--- src/rtl/fetch_ctrl_if.sv ---
// -----------------------------------------------------------------------------
// fetch_ctrl_if
//
// Purpose:
//   Groups every handshake and data signal around the instruction fetch
//   controller. This covers the redirect request from execute, the
//   instruction-memory request/response channel and the decode-facing
//   instruction channel. Clock and reset are not in this bundle; they stay
//   plain ports on the modules.
//
// Signals:
//   redirect_valid  execute -> fetch   redirect request (branch/jump/trap)
//   redirect_pc     execute -> fetch   redirect target (low two bits ignored)
//   imem_req_valid  fetch   -> imem    request presented
//   imem_req_ready  imem    -> fetch   request accepted this cycle
//   imem_req_addr   fetch   -> imem    word-aligned request address
//   imem_rsp_valid  imem    -> fetch   response word valid
//   imem_rsp_data   imem    -> fetch   response instruction word
//   if_valid        fetch   -> decode  instruction presented
//   if_ready        decode  -> fetch   decode accepts the instruction
//   if_pc           fetch   -> decode  PC of the presented instruction
//   if_inst         fetch   -> decode  presented instruction word
//
// Modports:
//   master  the fetch controller side
//   slave   the environment side (execute, instruction memory and decode)
// -----------------------------------------------------------------------------
interface fetch_ctrl_if;
    logic        redirect_valid;
    logic [31:0] redirect_pc;

    logic        imem_req_valid;
    logic        imem_req_ready;
    logic [31:0] imem_req_addr;

    logic        imem_rsp_valid;
    logic [31:0] imem_rsp_data;

    logic        if_valid;
    logic        if_ready;
    logic [31:0] if_pc;
    logic [31:0] if_inst;

    modport master (
        input  redirect_valid,
        input  redirect_pc,
        output imem_req_valid,
        input  imem_req_ready,
        output imem_req_addr,
        input  imem_rsp_valid,
        input  imem_rsp_data,
        output if_valid,
        input  if_ready,
        output if_pc,
        output if_inst
    );

    modport slave (
        output redirect_valid,
        output redirect_pc,
        input  imem_req_valid,
        output imem_req_ready,
        input  imem_req_addr,
        output imem_rsp_valid,
        output imem_rsp_data,
        input  if_valid,
        output if_ready,
        input  if_pc,
        input  if_inst
    );
endinterface

--- src/rtl/fetch_ctrl.sv ---
// -----------------------------------------------------------------------------
// fetch_ctrl
//
// Purpose:
//   Instruction fetch controller. It keeps at most one instruction-memory
//   request outstanding and presents each fetched word to decode. It also
//   handles redirects from execute at any point in the fetch cycle.
//   The controller cycles through three states:
//     REQ  : request presented at the current pc, waiting for acceptance
//     WAIT : request accepted, waiting for the response word
//     HOLD : instruction presented to decode, waiting for if_ready
//   A redirect always wins. It loads the new (word-aligned) pc on the same edge.
//   If a response is still in flight, a single drop flag marks that response
//   so it is discarded when it arrives.
//
// Parameters:
//   RESET_PC  first fetch address after reset
//
// Ports:
//   clk    single clock, rising edge
//   rst_n  synchronous active-low reset
//   bus    fetch_ctrl_if.master (redirect, imem request/response, decode)
// -----------------------------------------------------------------------------
module fetch_ctrl #(
    parameter logic [31:0] RESET_PC = 32'h0000_0000
) (
    input  logic          clk,
    input  logic          rst_n,
    fetch_ctrl_if.master  bus
);

    // Instruction word presented before anything has been fetched (addi x0,x0,0).
    localparam logic [31:0] NOP_INST = 32'h0000_0013;

    typedef enum logic [1:0] {
        ST_REQ  = 2'd0,
        ST_WAIT = 2'd1,
        ST_HOLD = 2'd2
    } state_t;

    state_t      r_state;
    logic [31:0] r_pc;
    logic        r_drop;
    logic        r_req_valid;
    logic        r_if_valid;
    logic [31:0] r_if_pc;
    logic [31:0] r_if_inst;

    logic [31:0] w_redirect_target;
    logic [31:0] w_pc_inc;
    logic        w_req_fire;
    logic        w_unused_redirect_bits;

    // Fetch addresses are always word aligned, so the low target bits are dropped.
    assign w_redirect_target      = {bus.redirect_pc[31:2], 2'b00};
    assign w_unused_redirect_bits = ^bus.redirect_pc[1:0];

    // Plain 32-bit add: 32'hFFFF_FFFC + 4 wraps to zero.
    assign w_pc_inc = r_pc + 32'd4;

    // r_req_valid is only set in REQ, so this is the accept handshake.
    assign w_req_fire = r_req_valid && bus.imem_req_ready;

    // ------------------------------------------------------------------
    // Controller FSM. The valid flags are registered next to the state so
    // that each flag is high in exactly one state.
    // ------------------------------------------------------------------
    always_ff @(posedge clk) begin
        if (!rst_n) begin
            r_state     <= ST_REQ;
            r_pc        <= {RESET_PC[31:2], 2'b00};
            r_drop      <= 1'b0;
            r_req_valid <= 1'b1;
            r_if_valid  <= 1'b0;
            r_if_pc     <= 32'h0000_0000;
            r_if_inst   <= NOP_INST;
        end else begin
            unique case (r_state)
                ST_REQ: begin
                    // A redirect without acceptance only retargets the
                    // request. The address may change while valid stays high.
                    if (bus.redirect_valid) begin
                        r_pc <= w_redirect_target;
                    end
                    if (w_req_fire) begin
                        r_state     <= ST_WAIT;
                        r_req_valid <= 1'b0;
                        // The request just accepted was for the old pc. Its
                        // response must be thrown away if a redirect came
                        // with it.
                        r_drop      <= bus.redirect_valid;
                    end
                end

                ST_WAIT: begin
                    if (bus.imem_rsp_valid) begin
                        if (bus.redirect_valid || r_drop) begin
                            // This response is stale, so discard it and
                            // fetch again at the current or new pc. Taking
                            // the response closes the request, so the flag
                            // clears even when a redirect arrives now.
                            if (bus.redirect_valid) begin
                                r_pc <= w_redirect_target;
                            end
                            r_drop      <= 1'b0;
                            r_state     <= ST_REQ;
                            r_req_valid <= 1'b1;
                        end else begin
                            r_if_inst  <= bus.imem_rsp_data;
                            r_if_pc    <= r_pc;
                            r_state    <= ST_HOLD;
                            r_if_valid <= 1'b1;
                        end
                    end else if (bus.redirect_valid) begin
                        // Only the last target counts. One flag is enough
                        // because only one response can still be in flight.
                        r_pc   <= w_redirect_target;
                        r_drop <= 1'b1;
                    end
                end

                ST_HOLD: begin
                    // A response strobe here is a protocol violation and is
                    // ignored, because imem_rsp_valid is never looked at.
                    if (bus.redirect_valid) begin
                        // The held instruction is on the wrong path, so drop
                        // it even when decode accepts it this same cycle.
                        r_pc        <= w_redirect_target;
                        r_state     <= ST_REQ;
                        r_if_valid  <= 1'b0;
                        r_req_valid <= 1'b1;
                    end else if (bus.if_ready) begin
                        r_pc        <= w_pc_inc;
                        r_state     <= ST_REQ;
                        r_if_valid  <= 1'b0;
                        r_req_valid <= 1'b1;
                    end
                end

                default: begin
                    r_state     <= ST_REQ;
                    r_drop      <= 1'b0;
                    r_req_valid <= 1'b1;
                    r_if_valid  <= 1'b0;
                end
            endcase
        end
    end

    // ------------------------------------------------------------------
    // Outputs. Both valids are gated with rst_n, so they are low for the
    // whole reset. The first request shows up as soon as rst_n goes high.
    // ------------------------------------------------------------------
    assign bus.imem_req_valid = r_req_valid && rst_n;
    assign bus.imem_req_addr  = r_pc;
    assign bus.if_valid       = r_if_valid && rst_n;
    assign bus.if_pc          = r_if_pc;
    assign bus.if_inst        = r_if_inst;

endmodule

--- src/flat_wrapper.sv ---
// flat-port wrapper written by rule: the top's interface ports become plain ports
module fetch_ctrl_flat 
#(
    parameter logic [31:0] RESET_PC = 32'h0000_0000
)
  (clk, rst_n, bus_redirect_valid, bus_redirect_pc, bus_imem_req_valid, bus_imem_req_ready, bus_imem_req_addr, bus_imem_rsp_valid, bus_imem_rsp_data, bus_if_valid, bus_if_ready, bus_if_pc, bus_if_inst);
  fetch_ctrl_if bus_i ();
  input  logic clk;
  input  logic rst_n;
  input wire logic [$bits(bus_i.redirect_valid)-1:0] bus_redirect_valid;
  input wire logic [$bits(bus_i.redirect_pc)-1:0] bus_redirect_pc;
  output wire logic [$bits(bus_i.imem_req_valid)-1:0] bus_imem_req_valid;
  input wire logic [$bits(bus_i.imem_req_ready)-1:0] bus_imem_req_ready;
  output wire logic [$bits(bus_i.imem_req_addr)-1:0] bus_imem_req_addr;
  input wire logic [$bits(bus_i.imem_rsp_valid)-1:0] bus_imem_rsp_valid;
  input wire logic [$bits(bus_i.imem_rsp_data)-1:0] bus_imem_rsp_data;
  output wire logic [$bits(bus_i.if_valid)-1:0] bus_if_valid;
  input wire logic [$bits(bus_i.if_ready)-1:0] bus_if_ready;
  output wire logic [$bits(bus_i.if_pc)-1:0] bus_if_pc;
  output wire logic [$bits(bus_i.if_inst)-1:0] bus_if_inst;
  assign bus_i.redirect_valid = bus_redirect_valid;
  assign bus_i.redirect_pc = bus_redirect_pc;
  assign bus_imem_req_valid = bus_i.imem_req_valid;
  assign bus_i.imem_req_ready = bus_imem_req_ready;
  assign bus_imem_req_addr = bus_i.imem_req_addr;
  assign bus_i.imem_rsp_valid = bus_imem_rsp_valid;
  assign bus_i.imem_rsp_data = bus_imem_rsp_data;
  assign bus_if_valid = bus_i.if_valid;
  assign bus_i.if_ready = bus_if_ready;
  assign bus_if_pc = bus_i.if_pc;
  assign bus_if_inst = bus_i.if_inst;
  fetch_ctrl #(.RESET_PC(RESET_PC)) u_core (.clk(clk), .rst_n(rst_n), .bus(bus_i));
endmodule
--- config.mk ---
export PLATFORM = sky130hd
export DESIGN_NAME = fetch_ctrl_flat
export DESIGN_NICKNAME = d
export VERILOG_FILES = /design/src/rtl/fetch_ctrl_if.sv /design/src/rtl/fetch_ctrl.sv /design/src/flat_wrapper.sv
export SDC_FILE = /design/constraint.sdc
export NUM_CORES = 1
export LEC_CHECK = 0
export CAP_MARGIN = 20
export CORE_AREA = 2 2 109 111
export DETAILED_ROUTE_END_ITERATION = 10
export DIE_AREA = 0 0 111 113
export HOLD_SLACK_MARGIN = 0.02
export PLACE_DENSITY = 0.72
export SLEW_MARGIN = 10
export SYNTH_ARGS = -nofsm -noshare
export SYNTH_HDL_FRONTEND = slang
export SYNTH_SLANG_ARGS = --single-unit
--- constraint.sdc ---
create_clock -name clk -period 1.8 [get_ports clk]
set_input_delay 0.45 -clock clk [delete_from_list [all_inputs] [get_ports clk]]
set_output_delay 0.45 -clock clk [all_outputs]
set_load 0.05 [all_outputs]
# Yosys cells after proc, flatten, opt, wreduce, memory -nomap -nowiden
# Cells that the tools add are included.
# word_totals
reg_bits	101
output_inout_bits	98
input_bits	70
# op_classes
n_reduce_logical	12
bitwise	3
muxes	28
add_sub_neg	1
n_eq_ne	9
# ops
operator	count
$mux W32	5
$pmux W32 S3	1
$add A32 B3 Y32 const B	1
$mux W1	13
$reduce_and A4 Y1	3
$mux W2	5
$pmux W1 S3	3
$reduce_and A3 Y1	3
$ne A3 B3 Y1 const B	2
$pmux W2 S3	1
$ne A2 B1 Y1 const B	2
$ne A2 B2 Y1 const B	2
$logic_and A1 B1 Y1	3
$ne A3 B2 Y1 const B	1
$not A1 Y1	3
$reduce_bool A3 Y1	1
$eq A2 B1 Y1 const B	1
$eq A2 B2 Y1 const B	1
$logic_not A2 Y1	1
$logic_or A1 B1 Y1	1

# Logic depth before layout (Yosys ltp)
# Gate-level depths: netlist of run 1.
# depth
ltp_word	4
mapped_depth	8
mapped_depth_nobuf	6

# Worst setup path before layout of run 1
# OpenSTA, ideal clock, no wires.
# synth_path
path_type	register -> register
start	register u_core.r_pc[2], in the netlist u_core.bus.imem_req_addr[2]
end	register u_core.r_pc[28], in the netlist u_core.bus.imem_req_addr[28]
setup_time_ps	138
t_arrival_ps	2005
stages_incl_launch_ff	8
slack_ps	-343
path_buffers	1
required_time_ps	1662
cell_sequence	dfxtp_1 -> ha_1 -> nand2_1 -> nor4_4 -> buf_4 -> nand4_1 -> a2bb2oi_1 -> o221ai_1
# synth_between
elab_chain_len	4
# synth_rtl
element	line_no	text
start, declared	fetch_ctrl.sv:42	logic [31:0] r_pc;
start signal, assigned	fetch_ctrl.sv:71	r_pc <= {RESET_PC[31:2], 2'b00};
start signal, assigned	fetch_ctrl.sv:83	r_pc <= w_redirect_target;
start signal, assigned	fetch_ctrl.sv:103	r_pc <= w_redirect_target;
$add A32 B3 Y32	fetch_ctrl.sv:59	assign w_pc_inc = r_pc + 32'd4;
$mux W32	fetch_ctrl.sv:132	end else if (bus.if_ready) begin
$mux W32	fetch_ctrl.sv:125	if (bus.redirect_valid) begin
$pmux W32 S3	fetch_ctrl.sv:78	unique case (r_state)
# Every way passes these cells. The select of a mux whose other input is x is not followed.
# A chain may end at the register's enable or synchronous reset.

# Worst setup path in the final report of run 1
# layout_path
start	input bus_if_ready
end	register u_core.r_pc[2], in the netlist u_core.bus.imem_req_addr[2]
# layout_between
elab_chain_len	2
# layout_rtl
element	line_no	text
start, declared	flat_wrapper.sv:18	input wire logic [$bits(bus_i.if_ready)-1:0] bus_if_ready;
$ne A3 B3 Y1 (no line)	-	
$reduce_and A3 Y1 (no line)	-	
# Every way passes these cells.

==> flow_metrics.py, run 1 <==
metrics = {
    "status": {
        "status": "completed",
    },
    "clocking": {
        "root_buffer": "clkbuf_16",
        "cts_hold_buf": 0,
        "htreeDepth": 3,
        "clkTransAtPathRegs_ps": 70,
        "numCtsBuffers": 9,
        "clock_latency_ps": 350,
        "clock_sinks": 97,
        "cts_tree": "yes",
        "cts_max_path_buffers": 2,
    },
    "yosys": {
        "ys_seq_elements": 97,
        "ys_types": 53,
        "synth_ff_type": "dfxtp_1",
        "synth_area_per_cell_um2": 7.63,
        "syn_inst": 579,
        "ys_seq_area_share_pct": 44.0,
        "synth-edff-count": 0,
        "netlist_area_um2": 4420,
        "ys_warn_count": 0,
        "async_reset_ff_share_pct": 0,
    },
    "global_route": {
        "grt_pass1_wl_um": 22100,
        "grt_pass1_vias": 4542,
        "grt.overflow.total": 0,
        "grt_max_degree": 47,
        "antenna_found_initial": 0,
        "grt_usage_pct": 21.2,
    },
    "die": {
        "fp.dieW_um": 111,
        "rows": 39,
        "die_h_um": 113,
        "pin_count": 168,
        "coreArea_um2": 11300,
        "die-area_um2": 12500,
        "initial_core_util_pct": 39.2,
    },
    "detailed_routing": {
        "drcViolationCount": 0,
        "vias": 4717,
        "drt-initial-drc-count": 284,
        "routed_wl_um": 13700,
        "via_per_inst": 5.20,
        "drt_pass1_iterations": 4,
        "final_antenna_net_count": 0,
        "wl_per_cell_um": 15.1,
    },
    "sta": {
        "hold_viol": 0,
        "fin_worst_skew_ps": 8.35,
        "max_freq_mhz": 588,
        "hold_ws_ps": 455,
        "drv_slew": 0,
        "rsz0062_at_grt": "false",
        "period_needed_ps": 1700,
        "fin_crit_sh_pct": 94.4,
        "setup_viol": 0,
    },
    "setup_path": {
        "end_kind": "flop",
        "cp.required_ps": 2060,
        "cp-start-kind": "input pin",
        "critPathArrivalTime_ps": 1960,
        "crit_fanout": 8,
        "crit_type": "input pin to flop",
    },
    "cells_and_area": {
        "nets": 830,
        "fin_util_pct": 59.8,
        "fill_cells": 1009,
        "antenna_cells": 0,
        "fin_area_um2": 6750,
        "syn_to_final_growth_pct": 52.7,
        "drive_above_1_share_pct": 27.5,
    },
    "pwr": {
        "power_density_nw_per_um2": 779,
        "ir_drop_mv": 0.412,
        "cellLeakagePower_uw": 0.00273,
    },
    "placement": {
        "place.detailed.hpwl_um": 9930,
        "gp_congestion": 0.856,
        "portBuffers": 161,
        "place_area_um2": 6410,
    },
    "hold_path": {
        "hold_path.class": "flop to flop",
    },
    "job": {
        "cap_violations": 0,
    },
}
-- metal layers --
layer,part of all wire (%),global-route usage (%),wire [µm],vias to the layer above
li1,-,-,-,2366
met3,5.4,4.12,744,24
met2,47,35.5,6520,164
met5,0,0,0,-
met4,2.5,7.92,349,0
met1,45,27.4,6130,2163
-- timing repair --
| action | 4_1_cts | 5_1_grt |
|---|---|---|
| setup buffers | 0 | 1 |
| resized for setup | 4 | 6 |
| pin swaps | 0 | 2 |
| endpoints found under the hold margin | 0 | 0 |
| setup endpoints to repair | 14 | 7 |
-- critical path: stages --
cell and delay, ps:
clkdlybuf4s50_1 520, a21oi_2 90, a21o_1 220, buf_4 190, or3_1 340, a31oi_1 150
-- cell families (layout without fill, tap and decap cells) --
| family | after synthesis | count (layout) | share of synthesized area (%) |
|---|---|---|---|
| muxes | 2 | 2 | 0.453 |
| AOI/OAI and AO/OA | 161 | 161 | 21.8 |
| and+or+nand+nor | 258 | 258 | 26.9 |
| buffers and inverters | 59 | 241 | 6.46 |
| other | 1 | 4 | 0.0849 |
| DFF | 97 | 97 | 44.0 |
| adders and majority gates | 1 | 1 | 0.283 |
-- area by class of cell --
type / count / area [µm²] / share of cell area [%]
repair buffers: 219 / 2030 / 30.1
inverters: 6 / 22.5 / 0.334
flip-flops and latches: 97 / 1980 / 29.3
clock buffers: 9 / 225 / 3.34
multi-input cells: 426 / 2240 / 33.1
clock inverters: 7 / 77.6 / 1.15
well taps: 143 / 179 / 2.65
-- metrics by stage --
step | std cells | worst slack [ps] | power [µW] | setup TNS [ps]
after floorplan | 582 | -37.1 | 2870 | -37.1
after global routing | 907 | 2.59 | 5450 | 0
after global placement | 890 | -376 | 3310 | -25810
after detailed placement | 890 | -448 | 3330 | -32170
after CTS | 906 | 11.4 | 5290 | 0
final | 907 | 101 | 5250 | 0
-- flip-flops by register name, indices dropped and copies added, names as in the netlist --
| signal | cells |
|---|---|
| u_core.r_drop | 1 |
| u_core.bus.if_inst | 32 |
| u_core.r_state | 2 |
| u_core.bus.if_pc | 30 |
| u_core.r_req_valid | 1 |
| u_core.bus.imem_req_addr | 30 |
| u_core.r_if_valid | 1 |
-- cells in the mapped netlist (5+ instances only) --
library cell | number | area [µm²]
a21o_1 | 6 | 45.0
a21oi_1 | 89 | 445
a311oi_1 | 6 | 52.6
a31oi_1 | 6 | 37.5
and3_1 | 5 | 31.3
buf_2 | 18 | 90.1
buf_4 | 5 | 37.5
clkbuf_1 | 26 | 97.6
dfxtp_1 | 97 | 1940
inv_1 | 6 | 22.5
nand2_1 | 154 | 578
nand3_1 | 17 | 85.1
nand4_1 | 9 | 56.3
nor2_1 | 34 | 128
nor3_1 | 11 | 55.1
o21ai_0 | 20 | 100
-- power by group --
part	total, µW	switching (µW)	internal [µW]	leakage [µW]
combinational	973	553	421	0.00179
sequential	2310	85.7	2230	0.000797
clock	1970	876	1090	0.000143
total	5250	1510	3740	0.00273
-- placed cells by master (no fill, tap or decap), types with 4 or more instances in the layout --
master             n
a31oi_1            6
a211oi_1           4
and3_1             5
dfxtp_2           18
a311oi_1           6
dfxtp_1           76
buf_12            17
conb_1             4
nand2_1          153
clkdlybuf4s50_1   65
nand4b_1           4
o221a_2            4
nand3_1           17
nor2_1            33
nor3_1            10
clkbuf_16          9
nand4_1            9
a21oi_1           87
a21o_1             6
o21ai_0           20
inv_1              5
buf_4            133
-- worst paths after layout --
kind	cells after the start	slack (ps)	to	startpoint
min	2	450	u_core.bus.if_pc[3]	u_core.bus.if_pc[3]
min reg2reg	2	450	u_core.bus.if_pc[3]	u_core.bus.if_pc[3]
max reg2reg	6	130	u_core.bus.imem_req_addr[30]	u_core.bus.imem_req_addr[2]
max	6	100	u_core.bus.imem_req_addr[2]	bus_if_ready
Note: power is estimated with default switching activity, not from simulation.
==> inputs of run 2 (changes only) <==
Settings changed: PLACE_DENSITY 0.72 to 0.86, SKIP_LAST_GASP from default to 1.
==> run 2 against run 1 <==
Net effect:
- critical endpoint is now u_core.bus.imem_req_addr[28]
- sequential power about the same
- combinational power is 0.9% higher
- largest cell class unchanged
- via count up 1.5%
- critical path depth is the same
- clock-buffer cell count increased by 2
- highest routed layer unchanged
- wire length grew 1.3%
- sequential share of layout area is essentially flat
==> flow_metrics.py, run 2 (synthesis results as in run 1) <==
metrics = {
    "setup_path": {
        "cp_common_cell": "nand4_1",
        "cp-start-kind": "flop",
        "crit_buf_inv": 1,
        "worst-path-stages": 6,
        "reg2reg_from": "u_core.bus.imem_req_addr[9]",
        "cp.required_ps": 2010,
        "cp_cell_sequence": "nand4_1 -> nor4_4 -> buf_4 -> nand4_1 -> a2bb2oi_2 -> o221ai_1",
        "crit_fanout": 9,
        "reg2reg_depth": 6,
        "end_kind": "flop",
        "crit_path_start": "u_core.bus.imem_req_addr[9]",
        "critPathTopFamily": "simple AND/OR/NAND/NOR gates",
        "cpPeakStageDelay_ps": 390,
        "critPathArrivalTime_ps": 1900,
        "critPathSlowestCell": "dfxtp_4",
        "crit_type": "flop to flop",
    },
    "sta": {
        "fin_worst_skew_ps": 6.86,
        "rsz0062_at_grt": "true",
        "setup_tns_ps": 0,
        "drv_slew": 0,
        "fin_crit_sh_pct": 93.8,
        "hold_viol": 0,
        "max_freq_mhz": 592,
        "period_needed_ps": 1690,
        "setup_viol": 0,
    },
    "die": {
        "die_h_um": 113,
        "rows": 39,
        "initial_core_util_pct": 39.2,
        "fp.dieW_um": 111,
        "pin_count": 168,
        "die-area_um2": 12500,
        "coreArea_um2": 11300,
    },
    "clocking": {
        "htreeDepth": 3,
        "clkTransAtPathRegs_ps": 60,
        "root_buffer": "clkbuf_16",
        "clock_sinks": 97,
        "cts_tree": "yes",
        "numCtsBuffers": 9,
        "clock_latency_ps": 340,
        "cts_max_path_buffers": 2,
    },
    "global_route": {
        "grt_usage_pct": 21.9,
        "antenna_found_initial": 0,
        "grt.overflow.total": 0,
        "grt_pass1_vias": 4543,
        "grt_pass1_wl_um": 22500,
        "grt_max_degree": 41,
    },
    "placement": {
        "place.detailed.hpwl_um": 10000,
        "portBuffers": 161,
        "place_area_um2": 6400,
        "dp.cells": 886,
        "gp_congestion": 0.851,
    },
    "pwr": {
        "cellLeakagePower_uw": 0.00274,
        "power_density_nw_per_um2": 786,
        "ir_drop_mv": 0.431,
        "power_uw": 5310,
    },
    "detailed_routing": {
        "drt_pass1_iterations": 5,
        "via_per_inst": 5.31,
        "final_antenna_net_count": 0,
        "drcViolationCount": 0,
        "drt-met1-wl_um": 5770,
        "vias": 4788,
        "wl_per_cell_um": 15.4,
        "drt-initial-drc-count": 370,
        "met2_wirelength_um": 6740,
        "routed_wl_um": 13900,
        "top_layer_used": "met4",
        "met3_length_um": 1000,
    },
    "hold_path": {
        "hold_path.class": "flop to flop",
        "min_delay_path_depth": 2,
        "hp-start": "u_core.bus.if_pc[26]",
    },
    "cells_and_area": {
        "final_common_cell": "nand2_1",
        "drive_above_1_share_pct": 27.0,
        "fin_util_pct": 59.9,
        "fin_cells": 902,
        "fin_area_um2": 6760,
        "nets": 826,
        "syn_to_final_growth_pct": 52.9,
        "largest_reg_flops": 32,
        "antenna_cells": 0,
        "final_cell_mix": "nand2_1, buf_4, a21oi_1, dfxtp_1, clkdlybuf4s50_1",
    },
    "job": {
        "cap_violations": 0,
    },
    "status": {
        "status": "completed",
    },
}
-- run 2: cell types whose count changed in the layout (fill, tap and decap cells not counted), moves of 2 or more --
cell and delta:
buf_12 +2, buf_4 -7, clkinv_2 +2, clkinvlp_4 -2
-- run 2: area by class of cell --
class                      count  area [µm²]
fill                         995        4520
multi-input combinational    426        2240
sequential                    97        1980
tap                          143         179
clock inverter                 4        48.8
clock buffer                  11         264
timing repair buffer         215        2030
inverter                       6        22.5
-- run 2: final timing paths --
check,end,slack (ps)
worst max-delay path,u_core.bus.imem_req_addr[28],110
worst min-delay path,u_core.bus.if_pc[26],450
worst max register to register,u_core.bus.imem_req_addr[28],110
worst min register to register,u_core.bus.if_pc[26],450
-- run 2: through the flow --
| step | hold slack [ps] | setup slack (ps) |
|---|---|---|
| 2_1_floorplan | 445 | -37.1 |
| 3_3_place_gp | 442 | -360 |
| 3_5_place_dp | 448 | -425 |
| 4_1_cts | 457 | 14.4 |
| 5_1_grt | 474 | -32.3 |
| 6_report | 453 | 111 |
-- run 2: power breakdown --
part / internal [µW] / total, µW / switching [µW] / leakage, µW
logic: 427 / 982 / 555 / 0.00178
registers: 2230 / 2320 / 90.2 / 0.000798
clock network: 1190 / 2010 / 818 / 0.000157
-- run 2: repair_timing --
action / in CTS / in global routing
gates resized for setup: 7 / 7
pin swaps: 1 / 5
cloned: 0 / 0
hold buffers: 0 / 0
setup endpoints to repair: 15 / 5
setup buffers: 0 / 1
-- run 2: layer usage --
metal	global-route usage (%)	vias up
met5	0	-
met4	9.00	0
met3	5.84	34
met2	36.5	195
met1	26.9	2199
li1	-	2360
-- run 2: tightest hold or removal path, delay by kind of cell (launching register included) --
family | cells | cell delay [ps]
compound gates | 1 | 50
flops | 1 | 310
simple gates | 1 | 50
